### config.mk
export PLATFORM = sky130hd
export DESIGN_NAME = channel_scan_sequencer
export DESIGN_NICKNAME = d
export VERILOG_FILES = /design/src/rtl/scan_pkg.sv /design/src/rtl/scan_next_ch.sv /design/src/rtl/channel_scan_sequencer.sv
export SDC_FILE = /design/constraint.sdc
export NUM_CORES = 1
export LEC_CHECK = 0
export CAP_MARGIN = 40
export CELL_PAD_IN_SITES_DETAIL_PLACEMENT = 0
export CELL_PAD_IN_SITES_GLOBAL_PLACEMENT = 1
export CORE_MARGIN = 2
export CORE_UTILIZATION = 25
export CTS_CLUSTER_SIZE = 25
export DETAILED_ROUTE_END_ITERATION = 12
export PLACE_DENSITY = 0.63
export SYNTH_ARGS = -nofsm -noshare
export SYNTH_HDL_FRONTEND = slang
export SYNTH_SLANG_ARGS = --single-unit
### constraint.sdc
create_clock -name CLOCK_50 -period 2.91 [get_ports CLOCK_50]
set_input_delay 0.582 -clock CLOCK_50 [delete_from_list [all_inputs] [get_ports CLOCK_50]]
set_output_delay 0.582 -clock CLOCK_50 [all_outputs]
set_load 0.005 [all_outputs]
### src/rtl/scan_pkg.sv
// Shared types and sizes for the channel scan sequencer.
package scan_pkg;

    typedef enum logic [1:0] {
        IDLE  = 2'd0,
        DWELL = 2'd1,
        HOLD  = 2'd2
    } state_t;

    localparam int CH_COUNT = 4;
    localparam int SEL_W    = 2;
    localparam int CNT_W    = 26;

endpackage

### src/rtl/scan_next_ch.sv
// Combinational search for the next enabled channel after cur, wrapping modulo 4.
// wrap flags a move whose new index is not above the old one (including self re-select).
module scan_next_ch
    import scan_pkg::*;
(
    input  logic [SEL_W-1:0]    cur,
    input  logic [CH_COUNT-1:0] mask,
    output logic [SEL_W-1:0]    nxt,
    output logic                wrap
);

    logic             found;
    logic [SEL_W-1:0] idx;

    // Offsets 1..4: offset 4 lands back on cur, so a lone enabled channel re-selects itself.
    always_comb begin
        nxt   = cur;
        found = 1'b0;
        idx   = cur;
        for (int k = 1; k <= CH_COUNT; k++) begin
            idx = cur + SEL_W'(k);
            if (!found && mask[idx]) begin
                nxt   = idx;
                found = 1'b1;
            end
        end
        wrap = (nxt <= cur);
    end

endmodule

### src/rtl/channel_scan_sequencer.sv
// Round-robin dwell sequencer over the enabled channels of a 4:1 mux select.
// Optional manual step advance is compiled in when SCAN_STEP_EN is defined.
module channel_scan_sequencer
    import scan_pkg::*;
#(
    parameter int DWELL_CYCLES = 50000000
) (
    input  logic                CLOCK_50,
    input  logic                RESET_N,
    input  logic                run,
    input  logic [3:0]          ch_en,
    input  logic                step,
    output logic [1:0]          sel,
    output logic                sel_valid,
    output logic                wrap,
    output logic [CNT_W-1:0]    dwell_cnt
);

    localparam logic [CNT_W-1:0] LAST_CNT = CNT_W'(DWELL_CYCLES - 1);

    state_t           state_q, state_d;
    logic [1:0]       sel_d;
    logic             sel_valid_d;
    logic             wrap_d;
    logic [CNT_W-1:0] cnt_d;
    logic             advance;
    logic [1:0]       search_cur;
    logic [1:0]       next_sel;
    logic             next_wrap;
    logic             step_req;

`ifdef SCAN_STEP_EN
    assign step_req = step;
`else
    logic unused_step;
    assign unused_step = step;
    assign step_req    = 1'b0;
`endif

    // From IDLE, searching after the top index yields the lowest enabled channel.
    assign search_cur = (state_q == IDLE) ? 2'(CH_COUNT - 1) : sel;

    scan_next_ch u_next (
        .cur  (search_cur),
        .mask (ch_en),
        .nxt  (next_sel),
        .wrap (next_wrap)
    );

    always_comb begin
        state_d     = state_q;
        sel_d       = sel;
        sel_valid_d = sel_valid;
        wrap_d      = 1'b0;
        cnt_d       = dwell_cnt;
        advance     = 1'b0;

        if (ch_en == 4'b0000) begin
            state_d     = IDLE;
            sel_valid_d = 1'b0;
            cnt_d       = '0;
        end else begin
            case (state_q)
                IDLE: begin
                    if (run) begin
                        state_d     = DWELL;
                        sel_d       = next_sel;
                        sel_valid_d = 1'b1;
                        cnt_d       = '0;
                    end
                end
                DWELL: begin
                    if (!ch_en[sel])               advance = 1'b1;
                    else if (!run)                 state_d = HOLD;
                    else if (step_req)             advance = 1'b1;
                    else if (dwell_cnt == LAST_CNT) advance = 1'b1;
                    else                           cnt_d   = dwell_cnt + 1'b1;
                end
                HOLD: begin
                    if (!ch_en[sel]) begin
                        advance = 1'b1;
                    end else begin
                        if (run)      state_d = DWELL;
                        if (step_req) advance = 1'b1;
                    end
                end
                default: begin
                    state_d     = IDLE;
                    sel_valid_d = 1'b0;
                    cnt_d       = '0;
                end
            endcase

            if (advance) begin
                sel_d  = next_sel;
                wrap_d = next_wrap;
                cnt_d  = '0;
            end
        end
    end

    always_ff @(posedge CLOCK_50 or negedge RESET_N) begin
        if (!RESET_N) begin
            state_q   <= IDLE;
            sel       <= '0;
            sel_valid <= 1'b0;
            wrap      <= 1'b0;
            dwell_cnt <= '0;
        end else begin
            state_q   <= state_d;
            sel       <= sel_d;
            sel_valid <= sel_valid_d;
            wrap      <= wrap_d;
            dwell_cnt <= cnt_d;
        end
    end

endmodule

==> summary.md <==
| Metric | Value |
|---|---|
| Sum Neg Setup Slack | 0 ps |
| Final Instance Count excl. Fillers | 440 |
| Chip width | 99.3 um |
| Area Overhead vs Synth | 34.7% |
| Standby leakage power | 0.00122 uW |
| Max-cap violations | 0 |
| Data required time at the worst endpoint | 3120 ps |
| DRC marker count from the first detailed-route iteration | 134 |
| Leading cell types in the layout, fill and taps excluded | clkdlybuf4s50_1, nand2_1, dfrtp_1, buf_4, a31oi_1 |
| Initial core utilization | 25.9% |
| Relative max-transition margin | 64.2% |
| Number of synthesized flops with an enable pin | 0 |
| Post-DP HPWL | 4.58 mm |
| Type of the worst min-delay path | reg -> reg |
| Simple-gate share of the synthesized area | 28.5% |
| Result of the run | completed |
| XOR/XNOR Fraction of Synth Area | 0.386% |
| GRT Total Usage | 13.6% |
| Fmax | 365 MHz |
| R2R Path End | wrap |
| Register-to-register setup slack | 250 ps |
| Count of buffers from port buffering | 36 |
| Fraction of synthesis flops using an asynchronous set or reset pin | 100% |
| Placed Cells | 433 |
| Clock sink count | 32 |
| Sequential cell fraction of total power | 23.9% |
| Routability Congestion | 0.774 |
| Via count of the first global-routing pass | 2,183 |
| Share of layout cells above drive strength 1 | 16.9% |
| Total power consumption of the routed design | 2260 uW |
| Area of the mapped netlist | 2270 um2 |
| Mux cell area share after synthesis | 3.20% |
| Wire length after detailed routing | 6.41 mm |
| Average vias per placed instance | 5.26 |
| Num CTS Buffers | 5 |
| Arrival @ worst endpoint | 2950 ps |
| Min Hold Slack | 535 ps |
| Critical Path Fanout Max | 3 |
| Sequential-to-total area share from yosys stat | 35.3% |
| Final period demand of the worst path | 2740 ps |
| Endpoint type of the worst setup path | flip-flop |
| Wire length of the first global-routing pass | 11.0 mm |
| Count of cells along the worst register-to-register path | 13 |
| Final hold vios | 0 |
| Height of the die | 99.3 um |
| Worst slew pin tran | 534 ps |
| Number of cells on the worst hold path | 1 |
| IR Drop Worst-Case VDD | 0.000201 V |
| Vias post-DR | 2,315 |
| Number of setup violations in the final report | 0 |
| Cell count after synthesis | 275 |
| Adder-Cell Fraction of Synth Area | 3.31% |
| Initial DRT Pass Iterations | 4 |
| Number of placement rows | 34 |
| Relative contribution of combinational cells to total power | 59.4% |
| Clock-pin slew on the worst setup and hold paths | 70 ps |
| Area of the die | 9860 um2 |
| Clock skew | 9.34 ps |
| Dominant combinational cell family by area after synthesis | simple AND/OR/NAND/NOR gates |
| Final net count | 346 |
| Slew Viols, Final | 0 |
| Prevailing post-synth register cell | dfrtp_1 |
| H-tree depth reported by CTS | 2 |
| Antenna violations before repair | 0 |
| Std-Cell Core Area | 8760 um2 |
| Worst setup endpoint | wrap |
| Sw Pwr | 926 uW |
| Global route overflow | 0 |
| Average cell area after synthesis | 8.26 um2 |
| Fillers | 907 |
| # diodes | 0 |
| Post-route clock period utilization | 94.3% |
| Count of yosys warnings during synthesis | 0 |
| Most common cell after layout, fill and taps aside | clkdlybuf4s50_1 |
| Startpoint class of the critical path | input pin |
| Setup repair after global routing missed its margin | no |
| Antenna Nets Post-Route | 0 |
| TritonCTS clock tree | done |
| Maximum buffer depth of the clock tree | 2 |
| Internal Dissipation | 1330 uW |
| Worst path slowest cell | clkdlybuf4s50_1 |
| Ratio of total power to cell area | 738 nW/um2 |
| Clk Tree Root Cell | clkbuf_8 |
| Critical path class | in -> reg |
| Worst setup startpoint | ch_en[3] |
| RR Startpoint | state_q[0] |
| Yosys reg bits | 32 |
| Largest stage delay, worst path | 500 ps |
| Average wire length per cell after detail routing | 14.6 um |
| Fraction of power consumed by the clock network | 16.8% |
| Number of placed I/O pins | 38 |
| Syn Nets | 289 |
| Pin count of the biggest net entering global routing | 33 |
| Distinct cell type count after synthesis | 58 |
| Worst-Skew Late Latency | 290 ps |
| Fraction of power spent switching nets | 41.0% |
| Ordered cell list for the critical path | clkdlybuf4s50_1 > buf_4 > or4b_1 > o221a_2 > nor4_4 > a2111oi_2 > a31o_1 > nor2_1 > ha_1 > a21oi_1 > a21oi_1 > nor3_1 |
| Compound-Gate Fraction of Synth Area | 24.1% |
| Number of remaining DRC errors | 0 |
| Crit-path most repeated cell | a21oi_1 |
-- worst min path at each step --
stage / start / end / slack (ps)
after floorplan: RESET_N / dwell_cnt[0] / 290
after global placement: dwell_cnt[15] / dwell_cnt[15] / 520
after detailed placement: dwell_cnt[15] / dwell_cnt[15] / 520
after CTS: dwell_cnt[15] / dwell_cnt[15] / 530
after global routing: dwell_cnt[15] / dwell_cnt[15] / 560
final: dwell_cnt[15] / dwell_cnt[15] / 540
-- area by class of cell --
class	count	area (um2)	area share (%)
repair buffers	67	606	19.8
clock buffers	7	96.3	3.15
inverters	9	33.8	1.10
well taps	108	135	4.42
multi-input cells	217	1390	45.3
flip-flops and latches	32	801	26.2
-- cells in the mapped netlist, types with 2 or more instances --
| library cell | count | area share [%] |
|---|---|---|
| nand4_1 | 4 | 1.1 |
| o211ai_1 | 2 | 0.66 |
| or4b_1 | 2 | 0.88 |
| nand3_1 | 11 | 2.4 |
| a31oi_1 | 29 | 8.0 |
| nor4_2 | 2 | 1.1 |
| nor4b_1 | 2 | 0.77 |
| clkbuf_1 | 7 | 1.2 |
| nand2_1 | 35 | 5.8 |
| mux2i_1 | 5 | 2.2 |
| nor4_1 | 2 | 0.55 |
| a41oi_1 | 3 | 1.2 |
| or4_1 | 3 | 0.99 |
| o22ai_1 | 2 | 0.55 |
| and3_1 | 8 | 2.2 |
| or2_2 | 2 | 0.55 |
| o21ai_0 | 10 | 2.2 |
| dfrtp_1 | 32 | 35 |
| nor2_1 | 20 | 3.3 |
| and4_1 | 4 | 1.5 |
| nand2b_1 | 2 | 0.55 |
| a21oi_1 | 19 | 4.2 |
| o21ai_2 | 2 | 0.77 |
| ha_1 | 6 | 3.3 |
| inv_1 | 9 | 1.5 |
| nor3_1 | 8 | 1.8 |
| o21ai_1 | 5 | 1.1 |
| buf_2 | 8 | 1.8 |
| and2_1 | 2 | 0.55 |
-- per-stage QoR --
step	worst slack, ps	utilization, %	area [um2]
floorplan	156	-	2270
global placement	-238	33.4	2930
detailed placement	-254	33.4	2930
CTS	77.0	34.5	3030
global route	6.58	34.9	3060
finish	167	34.9	3060
-- routing by layer --
layer  share of wire (%)  GRT usage [%]  vias to the layer above
met3                 4.4           3.02                        7
met1                  50           19.5                     1091
met5                   0              0                        -
li1                    -              -                     1160
met2                  44           20.5                       57
met4                 1.4           3.90                        0
-- registers in the layout, indices dropped and copies added (netlist names) --
register and flops:
wrap 1, state_q 2, sel_valid 1, sel 2
dwell_cnt 26
-- kinds of logic (layout without fill, tap and decap cells) --
logic type,Yosys count,in the layout
AND/OR/NAND/NOR,118,118
AO/OA/AOI/OAI,86,86
flip-flops,32,32
buffers and inverters,26,83
adder cells (fa/ha/maj),6,6
multiplexers,6,6
XOR/XNOR,1,1
-- critical path, delay by kind of cell --
| family | cells | cell delay, ps |
|---|---|---|
| AOI/OAI and AO/OA | 5 | 630 |
| adders and majority gates | 1 | 250 |
| buffers and inverters | 2 | 620 |
| and+or+nand+nor | 4 | 880 |
-- power by group through the flow --
stage	Combinational, uW	Sequential [uW]	Clock [uW]
final	1340	539	379
after global routing	1490	547	412
after CTS	1280	539	387
after detailed placement	1270	546	0
after global placement	1270	547	0
after floorplan	759	529	0
-- what timing repair did --
item                       CTS  global route
pin swaps                    1             0
setup endpoints to repair    1             1
hold buffers                 0             0
gates resized for setup      0             8
setup buffers                0             0
(Power assumes the default switching activity.)
==> RTL edit 1: new RTL, same flow settings <==
Make the reset (`RESET_N`) synchronous in one clocked block.
--- a/src/rtl/channel_scan_sequencer.sv
+++ b/src/rtl/channel_scan_sequencer.sv
@@ -100,5 +100,5 @@
     end
 
-    always_ff @(posedge CLOCK_50 or negedge RESET_N) begin
+    always_ff @(posedge CLOCK_50) begin
         if (!RESET_N) begin
             state_q   <= IDLE;
Check against the original RTL: differs if RESET_N is asserted again (counterexample within 4 cycles, from zero or initial values and one cycle with RESET_N low); with RESET_N held inactive, the same outputs for 10 cycles.
==> RTL edit 1 against the original RTL <==
  * Area after synthesis fell by 11%
  * Final area fell by 14%
  * Worst setup slack improved by 350 ps
  * Sequential cell count unchanged
  * First-iteration DRC count is 22% lower
  * Wire length shrank 16%
  * Maximum frequency grew 15%
  * Hold slack lost 37 ps
  * Largest cell class unchanged
Power is not compared: it rests on default switching activity, and its combinational part moved more than twofold at a synthesized area within 25%.
==> RTL edit 1: results (changes against the original RTL) <==
| Metric | Value |
|---|---|
| Outcome | `finished, final reports clean` |
| Arrival time of data at the critical path endpoint | `2580 ps (-370 ps)` |
| First-pass GRT wire length | `8890 µm (-19%)` |
| Pin count of the biggest net entering global routing | `14 (-58%)` |
| Cell area after synthesis | `2020 µm² (-11%)` |
| Count of non-filler cells in the finished layout | `389 (-12%)` |
| Worst Hold Launch | `state_q[1]$_SDFFE_PP0P_` |
| Post-synthesis sequential area ratio | `31.8% (-3.5 points)` |
| Global Route Usage Sum | `12.7% (-0.89 points)` |
| First-iteration detailed-routing DRC count | `105 (-22%)` |
| Adder and majority cell fraction of the synthesized area | `4.34% (+1.0 points)` |
| Number of nets in the layout | `302 (-13%)` |
| Top post-synthesis cells by area | `sky130_fd_sc_hd__dfxtp_1, sky130_fd_sc_hd__xnor2_1, sky130_fd_sc_hd__nor2_1` |
| End point of the most critical hold path | `state_q[1]$_SDFFE_PP0P_` |
| Async SR Flop Fraction | `0% (-100 points)` |
| Share of layout cells above drive strength 1 | `13.9% (-2.9 points)` |
| Synth unique cells | `55 (-5.2%)` |
| Maximum fanout encountered on the critical timing path | `6 (+3)` |
| Vias in the first global route | `1,785 (-18%)` |
| Compound-cell area share of the yosys netlist | `20.7% (-3.4 points)` |
| R2R depth | `10 (-3)` |
| Most common flop cell mapped by yosys | `sky130_fd_sc_hd__dfxtp_1` |
| Register-to-register setup slack | `670 ps (+420 ps)` |
| Syn avg cell area | `8.44 µm² (+2.2%)` |
| Final-layout fill cell count | `849 (-6.4%)` |
| Most frequent cells after synthesis | `sky130_fd_sc_hd__dfxtp_1, sky130_fd_sc_hd__nor2_1, sky130_fd_sc_hd__nand2_1` |
| Routed via count | `1,879 (-19%)` |
| Startpoint of the most critical register-to-register path | `state_q[0]$_SDFFE_PP0P_` |
| Cell count after placement | `382 (-12%)` |
| Number of cells traversed by the worst hold path | `2 (+1)` |
## RTL edit 1: per-stage QoR
step                      util, %  hold WS, ps  cell area [µm²]  worst slack (ps)
after detailed placement     32.8          493             2540               280
after floorplan                 -          465             2020               811
after global placement       32.8          484             2540               262
final                        33.8          498             2620               520
after global routing         33.8          533             2620               327
after CTS                    33.8          503             2620               569
## RTL edit 1: logic make-up after synthesis
family | Yosys count
AND/OR/NAND/NOR | 99
flip-flops | 32
AO/OA/AOI/OAI | 57
multiplexers | 4
buffers and inverters | 21
adder cells (fa/ha/maj) | 7
XOR/XNOR | 19
## RTL edit 1: how the worst max path moves through the flow
| stage | end | slack (ps) | start |
|---|---|---|---|
| after floorplan | dwell_cnt[24]$_SDFFE_PP0P_ | 810 | state_q[0]$_SDFFE_PP0P_ |
| after global placement | wrap$_SDFF_PP0_ | 260 | ch_en[2] |
| after detailed placement | wrap$_SDFF_PP0_ | 280 | ch_en[2] |
| after CTS | wrap$_SDFF_PP0_ | 570 | ch_en[2] |
| after global routing | wrap$_SDFF_PP0_ | 330 | ch_en[3] |
| final | wrap$_SDFF_PP0_ | 520 | ch_en[2] |
## RTL edit 1: worst max-delay path, delay by kind of cell
kind            cells  cell delay [ps]
compound gates      5              870
fa+ha+maj           1              160
buf+inv             3              670
simple gates        2              310
## RTL edit 1: cell type report
class,count,area [µm²],area share (%)
Clock inverter,1,5.00,0.191
Inverter,12,45.0,1.72
Timing Repair Buffer,50,465,17.7
Multi-Input combinational cell,186,1270,48.3
Clock buffer,6,72.6,2.77
Tap cell,102,128,4.87
Sequential cell,32,641,24.4
## RTL edit 1: routing by layer
layer	routed length [µm]	GRT usage, %	part of all wire [%]	vias up
met5	0	0	0	-
met4	45	3.62	0.83	0
met3	251	1.69	4.6	4
met2	2300	18.8	43	41
met1	2810	19.1	52	866
li1	-	-	-	968
## RTL edit 1: power breakdown
group | leakage (µW) | internal (µW) | total (µW) | switching, µW
registers | 0.000258 | 450 | 468 | 18.2
logic | 0.000541 | 129 | 306 | 177
clock network | 0.0000410 | 163 | 329 | 166
==> RTL edit 2: new RTL, config.mk and constraints unchanged <==
Without the edit above. Build with the macro `SCAN_STEP_EN` defined.
--- a/src/rtl/channel_scan_sequencer.sv
+++ b/src/rtl/channel_scan_sequencer.sv
@@ -1,4 +1,6 @@
 // Round-robin dwell sequencer over the enabled channels of a 4:1 mux select.
 // Optional manual step advance is compiled in when SCAN_STEP_EN is defined.
+`define SCAN_STEP_EN
+
 module channel_scan_sequencer
     import scan_pkg::*;
Formal check against the unedited RTL: not equivalent (Yosys sat finds a counterexample within 4 cycles, from zero or initial values and one cycle with RESET_N low).
==> RTL edit 2 against the original RTL <==
  * Via count down 1.3%
  * Final area fell by 3.8%
  * Area after synthesis grew 0.83%
  * Total power is 7.3% lower
  * Worst setup slack improved by 140 ps
  * Sequential cell count stayed put
  * Wire length is 3.8% higher
  * Sequential share of layout area up 1.0 points
  * Critical endpoint unchanged
==> RTL edit 2: results (changes against the original RTL) <==
| Metric | Value |
|---|---|
| Leakage power | `0.00113 µW (-7.4%)` |
| Detailed Routing Iterations Pass 1 | `5 (+1)` |
| Count of input and output buffers | `37 (+2.8%)` |
| RD Place Congestion | `0.848 (+9.5%)` |
| Wire length after detailed routing | `6660 µm (+3.8%)` |
| Most frequent cells after synthesis | `sky130_fd_sc_hd__dfrtp_1, sky130_fd_sc_hd__a21oi_1, sky130_fd_sc_hd__nand2_1` |
| Delay-heaviest family, CP | `compound AO/OA/AOI/OAI gates` |
| Metal-1 WL | `3290 µm (+2.7%)` |
| Maximum fanout encountered on the critical timing path | `7 (+4)` |
| Post-detailed-placement half-perimeter wirelength | `4890 µm (+6.8%)` |
| First-iteration detailed-routing DRC count | `146 (+9.0%)` |
| Average detailed-routed wire length per instance | `15.8 µm (+8.2%)` |
| First-pass GRT wire length | `11,300 µm (+2.8%)` |
| Top post-synthesis cells by area | `sky130_fd_sc_hd__dfrtp_1, sky130_fd_sc_hd__a21oi_1, sky130_fd_sc_hd__nand2_1` |
| Global Route Usage Sum | `13.9% (+0.36 points)` |
| Multiplexer fraction of the synthesized cell area | `2.40% (-0.79 points)` |
| Syn avg cell area | `8.61 µm² (+4.2%)` |
| Outcome | `finished, final reports clean` |
| Vias per cell | `5.41 (+2.9%)` |
| Vias in the first global route | `2,180 (-0.14%)` |
| Synth unique cells | `62 (+6.9%)` |
| Synthesized-area fraction occupied by xor and xnor cells | `0% (-0.39 points)` |
| VDD IR max | `0.000364 V (+81%)` |
| Adder and majority cell fraction of the synthesized area | `3.28% (-0.027 points)` |
| Int Power | `1180 µW (-11%)` |
| Setup Skew | `5.58 ps (-3.76 ps)` |
==> RTL edit 2: cell types whose count changed after synthesis, moves of 4 or more <==
cell,unedited run,this run
sky130_fd_sc_hd__a21oi_1,19,24
sky130_fd_sc_hd__a31oi_1,29,8
sky130_fd_sc_hd__buf_2,8,4
sky130_fd_sc_hd__mux2i_1,5,1
sky130_fd_sc_hd__nand2_1,35,24
sky130_fd_sc_hd__nand4_1,4,10
sky130_fd_sc_hd__o2111ai_1,0,6
sky130_fd_sc_hd__o211ai_1,2,9
sky130_fd_sc_hd__o21ai_1,5,9
==> RTL edit 2: layer usage <==
metal	GRT usage, %	up-vias
met5	0	-
met4	3.79	0
met3	2.11	7
met2	21.5	62
met1	20.3	1105
li1	-	1111
==> RTL edit 2: layout make-up <==
class	instances	area, µm²
clock buffer	8	90.1
fill	938	5870
inverter	10	40.0
multi-input combinational	210	1360
sequential	32	801
tap	108	135
timing repair buffer	54	510
==> RTL edit 2: path summary, 6_finish.rpt <==
kind,to,slack [ps],start
max,wrap$_DFF_PN0_,310,state_q[0]$_DFFE_PN0P_
min,dwell_cnt[17]$_DFFE_PN0P_,530,dwell_cnt[17]$_DFFE_PN0P_
max reg2reg,wrap$_DFF_PN0_,310,state_q[0]$_DFFE_PN0P_
min reg2reg,dwell_cnt[17]$_DFFE_PN0P_,530,dwell_cnt[17]$_DFFE_PN0P_
max in group asynchronous,state_q[0]$_DFFE_PN0P_,1890,RESET_N
min in group asynchronous,dwell_cnt[8]$_DFFE_PN0P_,700,RESET_N
==> RTL edit 2: power by group through the flow <==
stage | sequential, µW | clock [µW] | combinational (µW)
after global placement | 563 | 0 | 1180
final | 552 | 374 | 1170
after floorplan | 526 | 0 | 843
after global routing | 563 | 406 | 1310
after detailed placement | 559 | 0 | 1170
after CTS | 553 | 386 | 1170
